## config.mk

```make
export PLATFORM = sky130hd
export DESIGN_NAME = mmio_periph
export DESIGN_NICKNAME = d
export VERILOG_FILES = /design/src/rtl/mmio_periph_pkg.sv /design/src/rtl/mmio_lane_extract.sv /design/src/rtl/mmio_periph.sv
export SDC_FILE = /design/constraint.sdc
export NUM_CORES = 1
export LEC_CHECK = 0
export ABC_AREA = 1
export CAP_MARGIN = 30
export CORE_ASPECT_RATIO = 1.1
export CORE_MARGIN = 10
export CORE_UTILIZATION = 49
export DETAILED_ROUTE_END_ITERATION = 16
export GPL_TIMING_DRIVEN = 0
export PLACE_DENSITY = 0.81
export SYNTH_ARGS = -nofsm -noshare
export SYNTH_HDL_FRONTEND = slang
export SYNTH_SLANG_ARGS = --single-unit
```

## constraint.sdc

```tcl
create_clock -name i_clk -period 4.7 [get_ports i_clk]
set_input_delay 0.94 -clock i_clk [delete_from_list [all_inputs] [get_ports i_clk]]
set_output_delay 0.94 -clock i_clk [all_outputs]
set_load 0.02 [all_outputs]
```

## src/rtl/mmio_periph_pkg.sv

```systemverilog
// rtl/mmio_periph_pkg.sv - shared width encodings, register offsets and store helpers
package mmio_periph_pkg;

    localparam logic [1:0] WIDTH_NONE = 2'd0;
    localparam logic [1:0] WIDTH_BYTE = 2'd1;
    localparam logic [1:0] WIDTH_HALF = 2'd2;
    localparam logic [1:0] WIDTH_WORD = 2'd3;

    // Byte offsets inside the 256-byte window (word aligned).
    localparam logic [7:0] OFF_GPIO_OUT = 8'h00;
    localparam logic [7:0] OFF_GPIO_IN  = 8'h04;
    localparam logic [7:0] OFF_COUNT    = 8'h08;
    localparam logic [7:0] OFF_CMP      = 8'h0C;
    localparam logic [7:0] OFF_CTRL     = 8'h10;

    // Half on an odd byte, or word off a word boundary, is not serviced.
    function automatic logic misaligned(input logic [1:0] width, input logic [1:0] lo);
        return ((width == WIDTH_HALF) && lo[0]) ||
               ((width == WIDTH_WORD) && (lo != 2'b00));
    endfunction

    // Merge right-aligned store data into the addressed lanes of an existing word.
    function automatic logic [31:0] store_merge(input logic [31:0] old, input logic [31:0] data,
                                                input logic [1:0] lo, input logic [1:0] width);
        logic [31:0] r;
        r = old;
        case (width)
            WIDTH_BYTE: r[{lo, 3'b000} +: 8] = data[7:0];
            WIDTH_HALF: begin
                if (lo[1]) r[31:16] = data[15:0];
                else       r[15:0]  = data[15:0];
            end
            WIDTH_WORD: r = data;
            default:    r = old;
        endcase
        return r;
    endfunction

endpackage

```

## src/rtl/mmio_lane_extract.sv

```systemverilog
// rtl/mmio_lane_extract.sv - combinational load lane select with sign/zero extension
module mmio_lane_extract
    import mmio_periph_pkg::*;
(
    input  logic [31:0] word,
    input  logic [1:0]  addr_lo,
    input  logic [1:0]  width,
    input  logic        zeroextend,
    output logic [31:0] data
);

    logic [7:0]  lane_b;
    logic [15:0] lane_h;

    // Pick the addressed byte/half and widen it to 32 bits.
    always_comb begin
        lane_b = word[{addr_lo, 3'b000} +: 8];
        lane_h = addr_lo[1] ? word[31:16] : word[15:0];
        data   = '0;
        case (width)
            WIDTH_BYTE: data = {{24{lane_b[7] & ~zeroextend}}, lane_b};
            WIDTH_HALF: data = {{16{lane_h[15] & ~zeroextend}}, lane_h};
            WIDTH_WORD: data = word;
            default:    data = '0;
        endcase
    end

endmodule

```

## src/rtl/mmio_periph.sv

```systemverilog
// rtl/mmio_periph.sv - GPIO + optional timer MMIO block (timer built with MMIO_PERIPH_TIMER_EN)
module mmio_periph
    import mmio_periph_pkg::*;
#(
    parameter logic [31:0] BASE_ADDR  = 32'h20000000,
    parameter logic [31:0] GPIO_RESET = 32'h0
) (
    input  logic        i_clk,
    input  logic        i_rst,
    input  logic [31:0] i_data_addr,
    input  logic [31:0] i_data_data,
    input  logic [1:0]  i_data_width,
    input  logic        i_data_we,
    input  logic        i_data_zeroextend,
    output logic [31:0] o_data_data,
    output logic [31:0] o_gpio_out,
    input  logic [31:0] i_gpio_in,
    output logic        o_timer_irq
);

    logic        sel;
    logic        ok;
    logic        wr;
    logic        rd;
    logic [7:0]  off;
    logic [31:0] rd_word;
    logic [31:0] lane_data;
    logic [31:0] sync_1;
    logic [31:0] sync_2;

    assign sel = (i_data_width != WIDTH_NONE) && (i_data_addr[31:8] == BASE_ADDR[31:8]);
    assign ok  = sel && !misaligned(i_data_width, i_data_addr[1:0]);
    assign wr  = ok && i_data_we;
    assign rd  = ok && !i_data_we;
    assign off = {i_data_addr[7:2], 2'b00};

`ifdef MMIO_PERIPH_TIMER_EN
    logic [31:0] count;
    logic [31:0] cmp;
    logic        en;
    logic        match;
    logic        hit;
    logic        ctrl_lane0;

    assign hit        = en && (count == cmp);
    // EN and MATCH live in byte lane 0, so only stores covering lane 0 touch them.
    assign ctrl_lane0 = wr && (off == OFF_CTRL) && (i_data_addr[1:0] == 2'b00);
    assign o_timer_irq = match & en;
`else
    assign o_timer_irq = 1'b0;
`endif

    // Register read mux; timer registers read their pre-edge value.
    always_comb begin
        rd_word = '0;
        case (off)
            OFF_GPIO_OUT: rd_word = o_gpio_out;
            OFF_GPIO_IN:  rd_word = sync_2;
`ifdef MMIO_PERIPH_TIMER_EN
            OFF_COUNT:    rd_word = count;
            OFF_CMP:      rd_word = cmp;
            OFF_CTRL:     rd_word = {30'd0, match, en};
`endif
            default:      rd_word = '0;
        endcase
    end

    mmio_lane_extract u_lane (
        .word       (rd_word),
        .addr_lo    (i_data_addr[1:0]),
        .width      (i_data_width),
        .zeroextend (i_data_zeroextend),
        .data       (lane_data)
    );

    // Registered load data; anything other than a serviced load returns 0.
    always_ff @(posedge i_clk or posedge i_rst) begin
        if (i_rst) o_data_data <= '0;
        else       o_data_data <= rd ? lane_data : '0;
    end

    // GPIO_OUT register with lane-masked stores.
    always_ff @(posedge i_clk or posedge i_rst) begin
        if (i_rst)                            o_gpio_out <= GPIO_RESET;
        else if (wr && off == OFF_GPIO_OUT)   o_gpio_out <= store_merge(o_gpio_out, i_data_data,
                                                                        i_data_addr[1:0], i_data_width);
    end

    // Two-flop synchronizer for the asynchronous GPIO inputs.
    always_ff @(posedge i_clk or posedge i_rst) begin
        if (i_rst) begin
            sync_1 <= '0;
            sync_2 <= '0;
        end else begin
            sync_1 <= i_gpio_in;
            sync_2 <= sync_1;
        end
    end

`ifdef MMIO_PERIPH_TIMER_EN
    // Timer: CPU stores override counting, a match set overrides a W1C clear.
    always_ff @(posedge i_clk or posedge i_rst) begin
        if (i_rst) begin
            count <= '0;
            cmp   <= 32'hFFFFFFFF;
            en    <= 1'b0;
            match <= 1'b0;
        end else begin
            if (wr && off == OFF_COUNT)
                count <= store_merge(count, i_data_data, i_data_addr[1:0], i_data_width);
            else if (hit)
                count <= '0;
            else if (en)
                count <= count + 32'd1;
            if (wr && off == OFF_CMP)
                cmp <= store_merge(cmp, i_data_data, i_data_addr[1:0], i_data_width);
            if (ctrl_lane0)
                en <= i_data_data[0];
            if (hit)
                match <= 1'b1;
            else if (ctrl_lane0 && i_data_data[1])
                match <= 1'b0;
        end
    end
`endif

endmodule

```

After elaboration in Yosys (flattened, before gate mapping)
Index checks and enable logic that the tools add are counted.
{ "totals": {"regBits": 128, "in_bits": 102, "latchBits": 0, "ramBits": 0, "out_inout_bits": 65, "mem_count": 0, "rom_bits": 0} }
{ "op_classes": {"div": 0, "n_shift": 3, "muxes": 8, "mul": 0, "reduce_logical": 16, "n_eq_ne": 7, "add_sub_neg": 1, "order_cmp": 0, "bitwise": 3} }
{ "ops": {"columns": ["op", "n"], "rows": [
  ["$pmux 32 s3", 2],
  ["$pmux 32 s2", 1],
  ["$mux 16", 3],
  ["$bwmux 32", 1],
  ["$mux 32", 1],
  ["$shift 8x7->32 const A", 1],
  ["$shiftx 32x6->8", 1],
  ["$shiftx 8x7->32", 1],
  ["$eq 24x22->1 const B", 1],
  ["$logic_not 8->1", 1],
  ["$logic_and 1x1->1", 7],
  ["$neg 5->7", 1],
  ["$eq 6x1->1 const B", 1],
  ["$reduce_and 3->1", 2],
  ["$eq 2x2->1 const B", 2],
  ["$ne 2x2->1 const B", 2],
  ["$reduce_bool 2->1", 2],
  ["$reduce_bool 3->1", 1],
  ["$and 1x1->1", 2],
  ["$eq 2x1->1 const B", 1],
  ["$logic_not 1->1", 2],
  ["$logic_or 1x1->1", 1],
  ["$not 1->1", 1]
]} }

Logic depth before layout (Yosys ltp)
{ "depth": {"depth_word": 8, "mapped_depth": 11, "depth_no_buf": 10} }

By module
Synthesis repeated with hierarchy kept, for this count alone.
{ "unflattened": {"hier_cells": 788, "hier_area_um2": 6080.8} }
{ "by_module_without_submodules": {"columns": ["mod", "cells_each", "seq_area_each_um2", "instances", "area_per_inst_um2"], "rows": [
  ["mmio_periph", 598, 3203.1, 1, 5258.8],
  ["mmio_lane_extract", 190, 0.0, 1, 822.0]
]} }

Least setup slack after synthesis
Ideal clock, no wire load.
{ "synth_timing": {"path_type": "input port to flip-flop", "start": "input port i_data_addr[0]", "end": "register (tool-made name)", "n_path_buf": 2, "setup_ns": 0.063, "slack_ns": 1.944, "path_stages": 10, "t_arrival_ns": 2.694, "cell_sequence": "clkinv_1 -> clkbuf_1 -> ha_1 -> buf_2 -> inv_1 -> nor3_1 -> a32oi_1 -> nand4_1 -> nand2_1 -> inv_1"} }
{ "synth_lines": {"columns": ["element", "line", "rtl"], "rows": [
  ["from (decl)", "mmio_periph.sv:10", "input logic [31:0] i_data_addr,"]
]} }

==> flow_metrics.tcl <==
set metrics [dict create \
    yosysWarnings 0 \
    cts_max_level 4 \
    worst_slew_pin_slew_ns 0.923 \
    numClockSinks 128 \
    placed_cell_area_um2 8200 \
    setup_ws_ns 0.843 \
    ir_drop_mv 0.342 \
    cts_buffers 17 \
    rsz0062_at_grt "false" \
    wl_per_cell_um 19.9 \
    synth_ff_type "dfrtp_1" \
    wirelength_um 21600 \
    postCtsSetupRepairBufs 0 \
    grt_first_pass_wirelength_um 34100 \
    yosys_register_bits 128 \
    io_pins 167 \
    end_kind "flop" \
    cts_hold_buf 0 \
    min_path_cells 0 \
    slowest_stage "nor3_1" \
    hold_start "sync_1[12]" \
    globalplace.congestion 0.978 \
    ant_nets 0 \
    max_freq_mhz 259 \
    rows 43 \
    synth_nets 835 \
    power_mw 2.68 \
    p_leak_nw 3.95 \
    avgSynthCellArea_um2 8.70 \
    ctsResizeCount 0 \
    relSlewSlack 0.380 \
    synthCells 728 \
    status "complete, no violations" \
    die_h_um 139 \
    final.period_utilization 0.821 \
    min_path_type "reg -> reg" \
    cpPeakStageDelay_ns 0.72 \
    period_minus_slack_ns 3.86 \
    setup_viol 0 \
    cp.required_ns 5.06 \
    die_area_um2 17900 \
    grt_overflow 0 \
    antenna_found_initial 0 \
    start_util 0.501 \
    first_global_vias 6108 \
    tns_ns 0 \
    seq_area_frac_synth 0.506 \
    vias 6054 \
    io_buffers 164 \
    arrival_ns 4.22 \
    drcViolationCount 0 \
    post-place-ws_ns 0.545 \
    r2r_cells 6 \
    critPathLaunchType "input port" \
    async_reset_ff_frac 1.00 \
    hold_path_end "sync_2[12]" \
    cts_buffer_depth 2 \
    syn_area_um2 6330 \
    synth_top_area_share 0.506 \
    yosysUniqueCellTypes 37 \
    cts_tree "built" \
    worst_r2r_endpoint "o_data_data[4]" \
    maxCapViolations 0 \
    clockRootBuffer "clkbuf_16" \
    slew_viol_final 0 \
    routed_via_density 5.60 \
    drt_iter0_markers 600 \
    yosysTopAreaCell "dfrtp_1" \
    grt_util_all_layers 0.243 \
    dp_hpwl_um 16700 \
    path_common_cell "inv_1" \
    core_area_um2 12600 \
    ys_top_cells_by_area "dfrtp_1 (51%), nand4_1 (8.5%), nand2_1 (8.2%), inv_1 (5.5%), a21oi_1 (3.1%)" \
    skew_ns 0.00705 \
    critical_path_class "in -> reg" \
    grt_max_degree 95 \
    firstDrtPassIters 5 \
    drive_gt1_frac 0.109 \
    path_max_fanout 12 \
    crit_path_cell_trace "clkdlybuf4s50_1 -> clkinv_1 -> clkbuf_1 -> ha_1 -> buf_2 -> inv_1 -> nor3_1 -> a32oi_1 -> nand4_1 -> nand2_1 -> inv_1" \
    power_density_nw_per_um2 306 \
    insertion_delay_ns 0.42 \
    final_area_um2 8780 \
    synth-edff-count 0 \
    antenna_cells 0 \
    fin_nets 1019 \
    r2r_setup_slack_ns 3.06 \
    hold_viol_final 0 \
    syn2layout_area_growth_pct 38.7 \
    path_clk_slew_ns 0.06 \
    die_w_um 128 \
]
-- cell usage after synthesis, drive strengths merged, types with 2 or more instances --
library cell and count:
nand2 143, dfrtp 128, inv 96, nand4 87
a21oi 49, nor2 39, buf 36, nand3 35
o21ai 22, nor3 20, clkbuf 12, a21boi 10
a22o 10, a41oi 9, a211oi 8, a32oi 6
a21o 5, ha 5, or2 3, a22oi 2
clkinv 2
-- per-stage QoR --
step	utilization	std cells	hold WS, ns
3_3_place_gp	0.646	1049	0.331
2_1_floorplan	-	728	0.331
3_5_place_dp	0.649	1050	0.335
6_report	0.695	1082	0.343
4_1_cts	0.695	1082	0.346
5_1_grt	0.695	1082	0.350
-- report_power, final --
group / leakage, nW / internal, mW / total, mW / switching [mW]
combinational: 2.15 / 0.117 / 0.269 / 0.152
clock: 0.283 / 0.765 / 1.28 / 0.511
sequential: 1.51 / 1.13 / 1.14 / 0.00914
total: 3.95 / 2.01 / 2.68 / 0.672
-- critical path: cells and delay by family --
kind                     cells  cell delay [ns]
buffers and inverters        6             1.65
AND/OR/NAND/NOR              3             0.96
adder cells (fa/ha/maj)      1             0.40
AO/OA/AOI/OAI                1             0.25
-- layout by cell type (no fill, tap or decap), types with 9 or more instances in the layout --
cell type and n:
a21boi_0 10, a21oi_1 39, a21oi_2 10, a22o_1 10
a41oi_1 9, buf_2 16, buf_4 10, clkbuf_1 12
clkbuf_16 17, clkdlybuf4s50_1 164, dfrtp_1 128, inv_1 91
nand2_1 138, nand3_1 31, nand4_1 86, nor2_1 33
nor3_1 18, o21ai_0 18
-- worst max path at each step --
stage | from | endpoint | slack [ns] | cells after the start
after global routing | i_data_addr[0] | flop | 0.71 | 11
final | i_data_addr[0] | flop | 0.84 | 11
after detailed placement | i_data_addr[0] | flop | 0.55 | 11
after global placement | i_rst | asynchronous set/reset pin | -1.11 | 2
after CTS | i_data_addr[0] | flop | 0.97 | 11
after floorplan | i_rst | asynchronous set/reset pin | 0.35 | 1
-- cell type report --
class / instances / area [um^2]
Sequential cell: 128 / 3200
Multi-Input combinational cell: 454 / 2480
Tap cell: 157 / 196
Fill cell: 1000 / 3860
Buffer: 48 / 283
Inverter: 98 / 373
Timing Repair Buffer: 165 / 1670
Clock inverter: 13 / 128
Clock buffer: 19 / 453
-- routing by layer --
layer | share of wire | global-route usage
met4 | 0.018 | 0.0730
met3 | 0.099 | 0.0790
met2 | 0.49 | 0.394
met5 | 0 | 0
met1 | 0.39 | 0.300
-- cell families after synthesis --
group | after synthesis | synth area share
AOI/OAI and AO/OA | 121 | 0.126
adders and majority gates | 5 | 0.00988
buffers and inverters | 146 | 0.103
DFF | 128 | 0.506
other | 1 | 0.000592
and+or+nand+nor | 327 | 0.255
(Power assumes the default switching activity.)
